[config.mk]
export PLATFORM = sky130hd
export DESIGN_NAME = uart_tx
export DESIGN_NICKNAME = d
export VERILOG_FILES = /design/src/rtl/uart_pkg.sv /design/src/rtl/uart_baud_gen.sv /design/src/rtl/uart_tx.sv
export SDC_FILE = /design/constraint.sdc
export NUM_CORES = 1
export LEC_CHECK = 0
export CAP_MARGIN = 20
export CORE_UTILIZATION = 30
export CTS_CLUSTER_DIAMETER = 60
export DETAILED_ROUTE_END_ITERATION = 16
export PLACE_DENSITY_LB_ADDON = 0.2
export SLEW_MARGIN = 15
export SYNTH_ARGS = -nofsm -noshare
export SYNTH_HDL_FRONTEND = slang
export SYNTH_SLANG_ARGS = --single-unit
[constraint.sdc]
create_clock -name CLK50MHz -period 4.5 [get_ports CLK50MHz]
set_clock_uncertainty 0.05 [all_clocks]
set_input_delay 0.9 -clock CLK50MHz [delete_from_list [all_inputs] [get_ports CLK50MHz]]
set_output_delay 0.9 -clock CLK50MHz [all_outputs]
set_load 0.02 [all_outputs]
[src/rtl/uart_pkg.sv]
// Shared UART constants and FSM state encoding for the transmit and receive paths.
`timescale 1ns/1ps
package uart_pkg;

    localparam int unsigned UART_DIV_9600  = 5208;
    localparam int unsigned UART_DATA_BITS = 8;

    localparam logic [2:0] S_IDLE   = 3'd0;
    localparam logic [2:0] S_START  = 3'd1;
    localparam logic [2:0] S_DATA   = 3'd2;
    localparam logic [2:0] S_PARITY = 3'd3;
    localparam logic [2:0] S_STOP   = 3'd4;

endpackage

[src/rtl/uart_baud_gen.sv]
// Bit-period divider: counts 0..DIV-1 and pulses bit_tick on the last count.
`timescale 1ns/1ps
module uart_baud_gen #(
    parameter int unsigned DIV = 5208
) (
    input  logic CLK50MHz,
    input  logic RESET,
    input  logic clear,
    output logic bit_tick
);

    localparam int unsigned CW = (DIV > 1) ? $clog2(DIV) : 1;

    logic [CW-1:0] cnt_q;

    assign bit_tick = (cnt_q == CW'(DIV - 1));

    always_ff @(posedge CLK50MHz or negedge RESET) begin
        if (!RESET) begin
            cnt_q <= '0;
        end else if (clear || bit_tick) begin
            cnt_q <= '0;
        end else begin
            cnt_q <= cnt_q + 1'b1;
        end
    end

endmodule

[src/rtl/uart_tx.sv]
// UART transmitter: start, 8 data bits LSB first, optional even parity, 1 or 2 stop bits.
// Define UART_TX_PARITY_EN to include the parity bit (8E1/8E2); otherwise 8N1/8N2.
`timescale 1ns/1ps
module uart_tx
    import uart_pkg::*;
#(
    parameter int unsigned CLK_HZ    = 50000000,
    parameter int unsigned BAUD      = 9600,
    parameter int unsigned DIV       = CLK_HZ / BAUD,
    parameter int unsigned STOP_BITS = 1
) (
    input  logic       CLK50MHz,
    input  logic       RESET,
    input  logic [7:0] DATA_IN,
    input  logic       SEND,
    output logic       READY,
    output logic       TX,
    output logic       BUSY
);

    logic [2:0] state_q, state_d;
    logic [7:0] shift_q, shift_d;
    logic [2:0] idx_q, idx_d;
    logic       stop_q, stop_d;
    logic       tx_q, tx_d;
    logic       bit_tick;
    logic       last_stop;
`ifdef UART_TX_PARITY_EN
    logic       parity_q, parity_d;
`endif

    // Counter held at zero while idle so the start bit lasts exactly DIV clocks.
    uart_baud_gen #(
        .DIV (DIV)
    ) u_baud (
        .CLK50MHz (CLK50MHz),
        .RESET    (RESET),
        .clear    (state_q == S_IDLE),
        .bit_tick (bit_tick)
    );

    assign last_stop = (STOP_BITS == 1) || stop_q;

    always_comb begin
        state_d  = state_q;
        shift_d  = shift_q;
        idx_d    = idx_q;
        stop_d   = stop_q;
        tx_d     = tx_q;
`ifdef UART_TX_PARITY_EN
        parity_d = parity_q;
`endif
        case (state_q)
            S_IDLE: begin
                tx_d = 1'b1;
                if (SEND) begin
                    state_d  = S_START;
                    shift_d  = DATA_IN;
                    idx_d    = '0;
                    stop_d   = 1'b0;
                    tx_d     = 1'b0;
`ifdef UART_TX_PARITY_EN
                    parity_d = ^DATA_IN;
`endif
                end
            end
            S_START: begin
                if (bit_tick) begin
                    state_d = S_DATA;
                    tx_d    = shift_q[0];
                    shift_d = shift_q >> 1;
                end
            end
            S_DATA: begin
                if (bit_tick) begin
                    if (idx_q == 3'(UART_DATA_BITS - 1)) begin
                        idx_d   = '0;
`ifdef UART_TX_PARITY_EN
                        state_d = S_PARITY;
                        tx_d    = parity_q;
`else
                        state_d = S_STOP;
                        tx_d    = 1'b1;
`endif
                    end else begin
                        idx_d   = idx_q + 3'd1;
                        tx_d    = shift_q[0];
                        shift_d = shift_q >> 1;
                    end
                end
            end
`ifdef UART_TX_PARITY_EN
            S_PARITY: begin
                if (bit_tick) begin
                    state_d = S_STOP;
                    tx_d    = 1'b1;
                end
            end
`endif
            S_STOP: begin
                tx_d = 1'b1;
                if (bit_tick) begin
                    if (last_stop) begin
                        state_d = S_IDLE;
                        stop_d  = 1'b0;
                    end else begin
                        stop_d  = 1'b1;
                    end
                end
            end
            default: begin
                state_d = S_IDLE;
                tx_d    = 1'b1;
            end
        endcase
    end

    always_ff @(posedge CLK50MHz or negedge RESET) begin
        if (!RESET) begin
            state_q  <= S_IDLE;
            shift_q  <= '0;
            idx_q    <= '0;
            stop_q   <= 1'b0;
            tx_q     <= 1'b1;
`ifdef UART_TX_PARITY_EN
            parity_q <= 1'b0;
`endif
        end else begin
            state_q  <= state_d;
            shift_q  <= shift_d;
            idx_q    <= idx_d;
            stop_q   <= stop_d;
            tx_q     <= tx_d;
`ifdef UART_TX_PARITY_EN
            parity_q <= parity_d;
`endif
        end
    end

    assign READY = (state_q == S_IDLE);
    assign BUSY  = !READY;
    assign TX    = tx_q;

endmodule

# ---- After elaboration in Yosys (flattened, before gate mapping)
# Index checks and enable logic that the tools add are counted.
dict set report op_classes {
  reduce_logical 9
  n_mux 21
  n_addsub 2
  n_eq_ne 11
}
# op count
set ops {}
lappend ops {{8-bit 2-to-1 mux} 4}
lappend ops {{3-bit 2-to-1 mux} 8}
lappend ops {{8-bit one-hot mux with 3 select lines} 1}
lappend ops {{13-bit by 1-bit adder with 13-bit output (second input constant)} 1}
lappend ops {{13-bit equality test (second input constant)} 1}
lappend ops {{13-bit 2-to-1 mux} 1}
lappend ops {{3-bit one-hot mux with 4 select lines} 1}
lappend ops {{5-bit AND reduction} 2}
lappend ops {{3-bit equality test (second input constant)} 2}
lappend ops {{2-bit by 1-bit != test with 1-bit output (second input constant)} 3}
lappend ops {{2-bit != test (second input constant)} 3}
lappend ops {{3-bit one-hot mux with 2 select lines} 1}
lappend ops {{1-bit 2-to-1 mux} 4}
lappend ops {{3-bit by 1-bit adder with 3-bit output (second input constant)} 1}
lappend ops {{3-bit by 1-bit equality test with 1-bit output (second input constant)} 1}
lappend ops {{3-bit by 2-bit equality test with 1-bit output (second input constant)} 1}
lappend ops {{3-bit zero test} 1}
lappend ops {{1-bit one-hot mux with 3 select lines} 1}
lappend ops {{3-bit AND reduction} 1}
lappend ops {{3-bit nonzero test} 1}
lappend ops {{2-bit AND reduction} 1}
lappend ops {{2-bit nonzero test} 1}
lappend ops {{1-bit zero test} 1}
lappend ops {{1-bit logical OR} 1}
dict set report totals {
  wordCells 48
  in_bits 11
  register_bits 28
}

# ---- Longest topological paths before layout
dict set report depth {
  ltp_word 4
  ltp_mapped 7
  mapped_depth_nobuf 5
}

# ---- Cells and area by module
# A second synthesis with hierarchy kept.
dict set report hier_totals {
  cells_unflattened 150
  hier_area_um2 1537.7
}
# mod cells_each area_each_um2 instances
set by_module_without_submodules {}
lappend by_module_without_submodules {uart_tx 82 843.3 1}
lappend by_module_without_submodules {uart_baud_gen 68 694.4 1}

# ---- Worst setup path after synthesis
# OpenSTA, ideal clock, no wires.
dict set report synth_timing {
  kind {register to output}
  startpoint {register state_q[1]}
  endpoint {output BUSY}
  stages_incl_launch_ff 5
  setup_slack_ps 2188
  arrival_ps 1362
  path_buffers 1
  cell_sequence {dfrtp_1 > buf_6 > or2_4 > nor2_1 > inv_1}
}
dict set report synth_between {
  elab_chain_cells 2
}
# element line
set synth_lines {}
lappend synth_lines {{start: declaration} uart_tx.sv:21} ;# logic [2:0] state_q, state_d;
lappend synth_lines {{start signal: assignment} uart_tx.sv:129} ;# state_q <= state_d;
lappend synth_lines {{3-bit zero test} --}
lappend synth_lines {{named net READY} uart_tx.sv:16} ;# output logic READY,
lappend synth_lines {{1-bit zero test} uart_tx.sv:141} ;# assign BUSY = !READY;
lappend synth_lines {{end: declaration} uart_tx.sv:18} ;# output logic BUSY
# The timed path passes the listed nets, and every way through them passes these cells.

# ---- Worst setup path in the final report
dict set report layout_timing {
  startpoint {register state_q[1]}
  endpoint {output BUSY}
}
dict set report layout_between {
  elab_chain_cells 2
}
# element line
set layout_lines {}
lappend layout_lines {{3-bit zero test} --}
lappend layout_lines {{1-bit zero test} uart_tx.sv:141}
# No other way between the ends.

==> results.yml <==
floorplan:
  die_w_um: 73.7
  ios: 14
  initial_utilization_pct: 32.0
  fp.coreArea_um2: 4820
  rows: 25
  die_area_um2: 5420
  die_y_um: 73.7
yosys:
  synth_seq_cells: 28
  syn_nets: 164
  ys_seq_area_share_pct: 45.6
  synth_cell_types: 35
  syn_inst: 150
  yosysWarnings: 0
  syn_area_um2: 1540
  syn_area_per_cell_um2: 10.3
drt:
  vias_per_cell: 4.84
  wire_per_inst_um: 13.8
  antenna_left: 0
  drt_iter0_drc: 63
  met2_length_um: 1350
  drcViolationCount: 0
  via_count: 1099
  wl_met1_um: 1650
  drt-total-wl_um: 3120
  wl_met3_um: 93
  highest_layer: "met4"
  first_pass_iters: 4
placed_design:
  gp_congestion: 0.735
  portBuffers: 13
  dpl.hpwl_um: 2210
  place_area_um2: 1700
flow_run:
  drv_cap: 0
grt:
  grt_max_degree: 29
  track_usage_pct: 13.3
  gr-total-overflow: 0
  antenna_found_initial: 0
  grt_pass1_wl_um: 5400
  grt_pass1_vias: 1048
clocking:
  root_buffer: "clkbuf_8"
  cts_tree: "yes"
  post_cts_buffers: 0
  clk_latency_ns: 0.27
  clk_path_buf_depth: 2
  ctsResizeCount: 0
  holdBufCountCts: 0
  path_clk_slew_ns: 0.10
  cts_buffers: 3
  cts_sinks: 28
  cts-htree-levels: 1
layout:
  finalInstanceArea_um2: 1770
  area_growth_pct: 15.1
  drive_gt1_share_pct: 9.38
  layout_common_cells: "dfrtp_1 (27), nor2_1 (22), clkdlybuf4s50_1 (13), nand3_1 (12), xnor2_1 (8)"
  nets: 175
  layout_commonest_cell: "dfrtp_1"
  fillers: 508
  n_antenna_cell: 0
sta:
  fin_crit_ns: 3.06
  fin_crit_sh_pct: 68.1
  setup_viol: 0
  relSlewSlack_pct: 64.4
  rsz0062_at_grt: "false"
  tightest_slew_ns: 0.535
  fin_setup_tns_ns: 0
  fmax_mhz: 326
  finalMaxSlewViolations: 0
  hold_viol_final: 0
power:
  p_per_area_nw_per_um2: 370
  p_leak_nw: 0.752
  max-vdd-ir-drop_mv: 0.259
worst_setup_path:
  critical_path.max_fanout: 11
  cp.arrival_ns: 2.11
  path_class: "flop to output pin"
  worstPathRequired_ns: 3.55
  startpoint_type: "flop"
  endpoint_kind: "output pin"
status:
  status: "completed"
min_path:
  hp-class: "flop to flop"
-- Yosys cell counts (all sizes together) --
master	instances	area, um2
nand3	13	70.1
o211ai	1	7.51
nand4	5	31.3
o21bai	7	52.6
nor2	22	82.6
nand2b	1	13.8
nor3	5	25.0
a21oi	1	5.00
o32ai	2	36.3
o21ai	3	15.0
ha	3	37.5
nor4	1	6.26
xnor2	9	97.6
o31ai	7	52.6
nand2	7	26.3
dfstp	1	26.3
a2bb2oi	7	61.3
dfrtp	27	676
inv	6	22.5
or2	2	15.0
and3	3	18.8
a32o	1	10.0
xor2	3	26.3
and4	1	8.76
buf	8	60.1
nor4b	2	30.0
a211oi	1	7.51
a21boi	1	18.8
-- critical path, cell delays in order, from the launching register on --
cell             delay, ns
dfrtp_1               0.58
or2_4                 0.36
nor2_1                0.23
inv_1                 0.11
clkdlybuf4s50_1       0.55
-- state kept, by name (all words and copies together) (netlist names) --
register	cells
TX	1
idx_q	3
shift_q	8
state_q	3
u_baud.cnt_q	13
-- report_power, final --
| part | internal (mW) | switching, mW | leakage [nW] |
|---|---|---|---|
| sequential | 0.296 | 0.0525 | 0.343 |
| combinational | 0.0590 | 0.0487 | 0.374 |
| clock | 0.119 | 0.0795 | 0.0357 |
| total | 0.474 | 0.181 | 0.752 |
-- path summary, 6_finish.rpt --
kind | startpoint | end | slack [ns] | cells past startpoint
max | state_q[1]$_DFFE_PN0P_ | BUSY | 1.44 | 4
min | u_baud.cnt_q[0]$_DFF_PN0_ | u_baud.cnt_q[0]$_DFF_PN0_ | 0.47 | 1
max reg2reg | u_baud.cnt_q[0]$_DFF_PN0_ | u_baud.cnt_q[5]$_DFF_PN0_ | 2.36 | 5
min reg2reg | u_baud.cnt_q[0]$_DFF_PN0_ | u_baud.cnt_q[0]$_DFF_PN0_ | 0.47 | 1
max in group asynchronous | RESET | TX$_DFFE_PN1P_ | 3.15 | 2
min in group asynchronous | RESET | idx_q[2]$_DFFE_PN0P_ | 0.94 | 2
-- stage by stage --
step / std cells / hold slack [ns] / utilization, % / worst slack (ns) / power [mW]
3_3_place_gp: 223 / 0.451 / 35.3 / 1.79 / 0.458
6_report: 227 / 0.474 / 36.8 / 1.44 / 0.655
3_5_place_dp: 223 / 0.462 / 35.3 / 1.76 / 0.461
4_1_cts: 227 / 0.476 / 36.8 / 1.40 / 0.662
5_1_grt: 227 / 0.522 / 36.8 / 1.28 / 0.695
2_1_floorplan: 150 / 0.425 / - / 2.19 / 0.423
-- routing by layer --
metal  vias up  track usage, %
met4         0            3.21
met1       529            19.9
met3         2            3.43
met2        10            19.1
met5         -               0
li1        558               -
-- cells by family (layout without fill, tap and decap cells) --
group                    after synthesis  after routing  share of synthesized area [%]
XOR/XNOR                              12             12                           8.04
flip-flops                            28             28                           45.6
buffers and inverters                 14             24                           5.36
adder cells (fa/ha/maj)                3              3                           2.44
AND/OR/NAND/NOR                       62             62                           21.3
AO/OA/AOI/OAI                         31             31                           17.3
-- area by class of cell --
cell class,instances,area [um2],share of cell area [%]
sequential,28,702,39.6
clock inverter,1,30.0,1.69
multi-input combinational,108,756,42.6
timing repair buffer,14,138,7.76
clock buffer,3,41.3,2.33
tap,67,83.8,4.73
inverter,6,22.5,1.27
(Power assumes the default switching activity.)
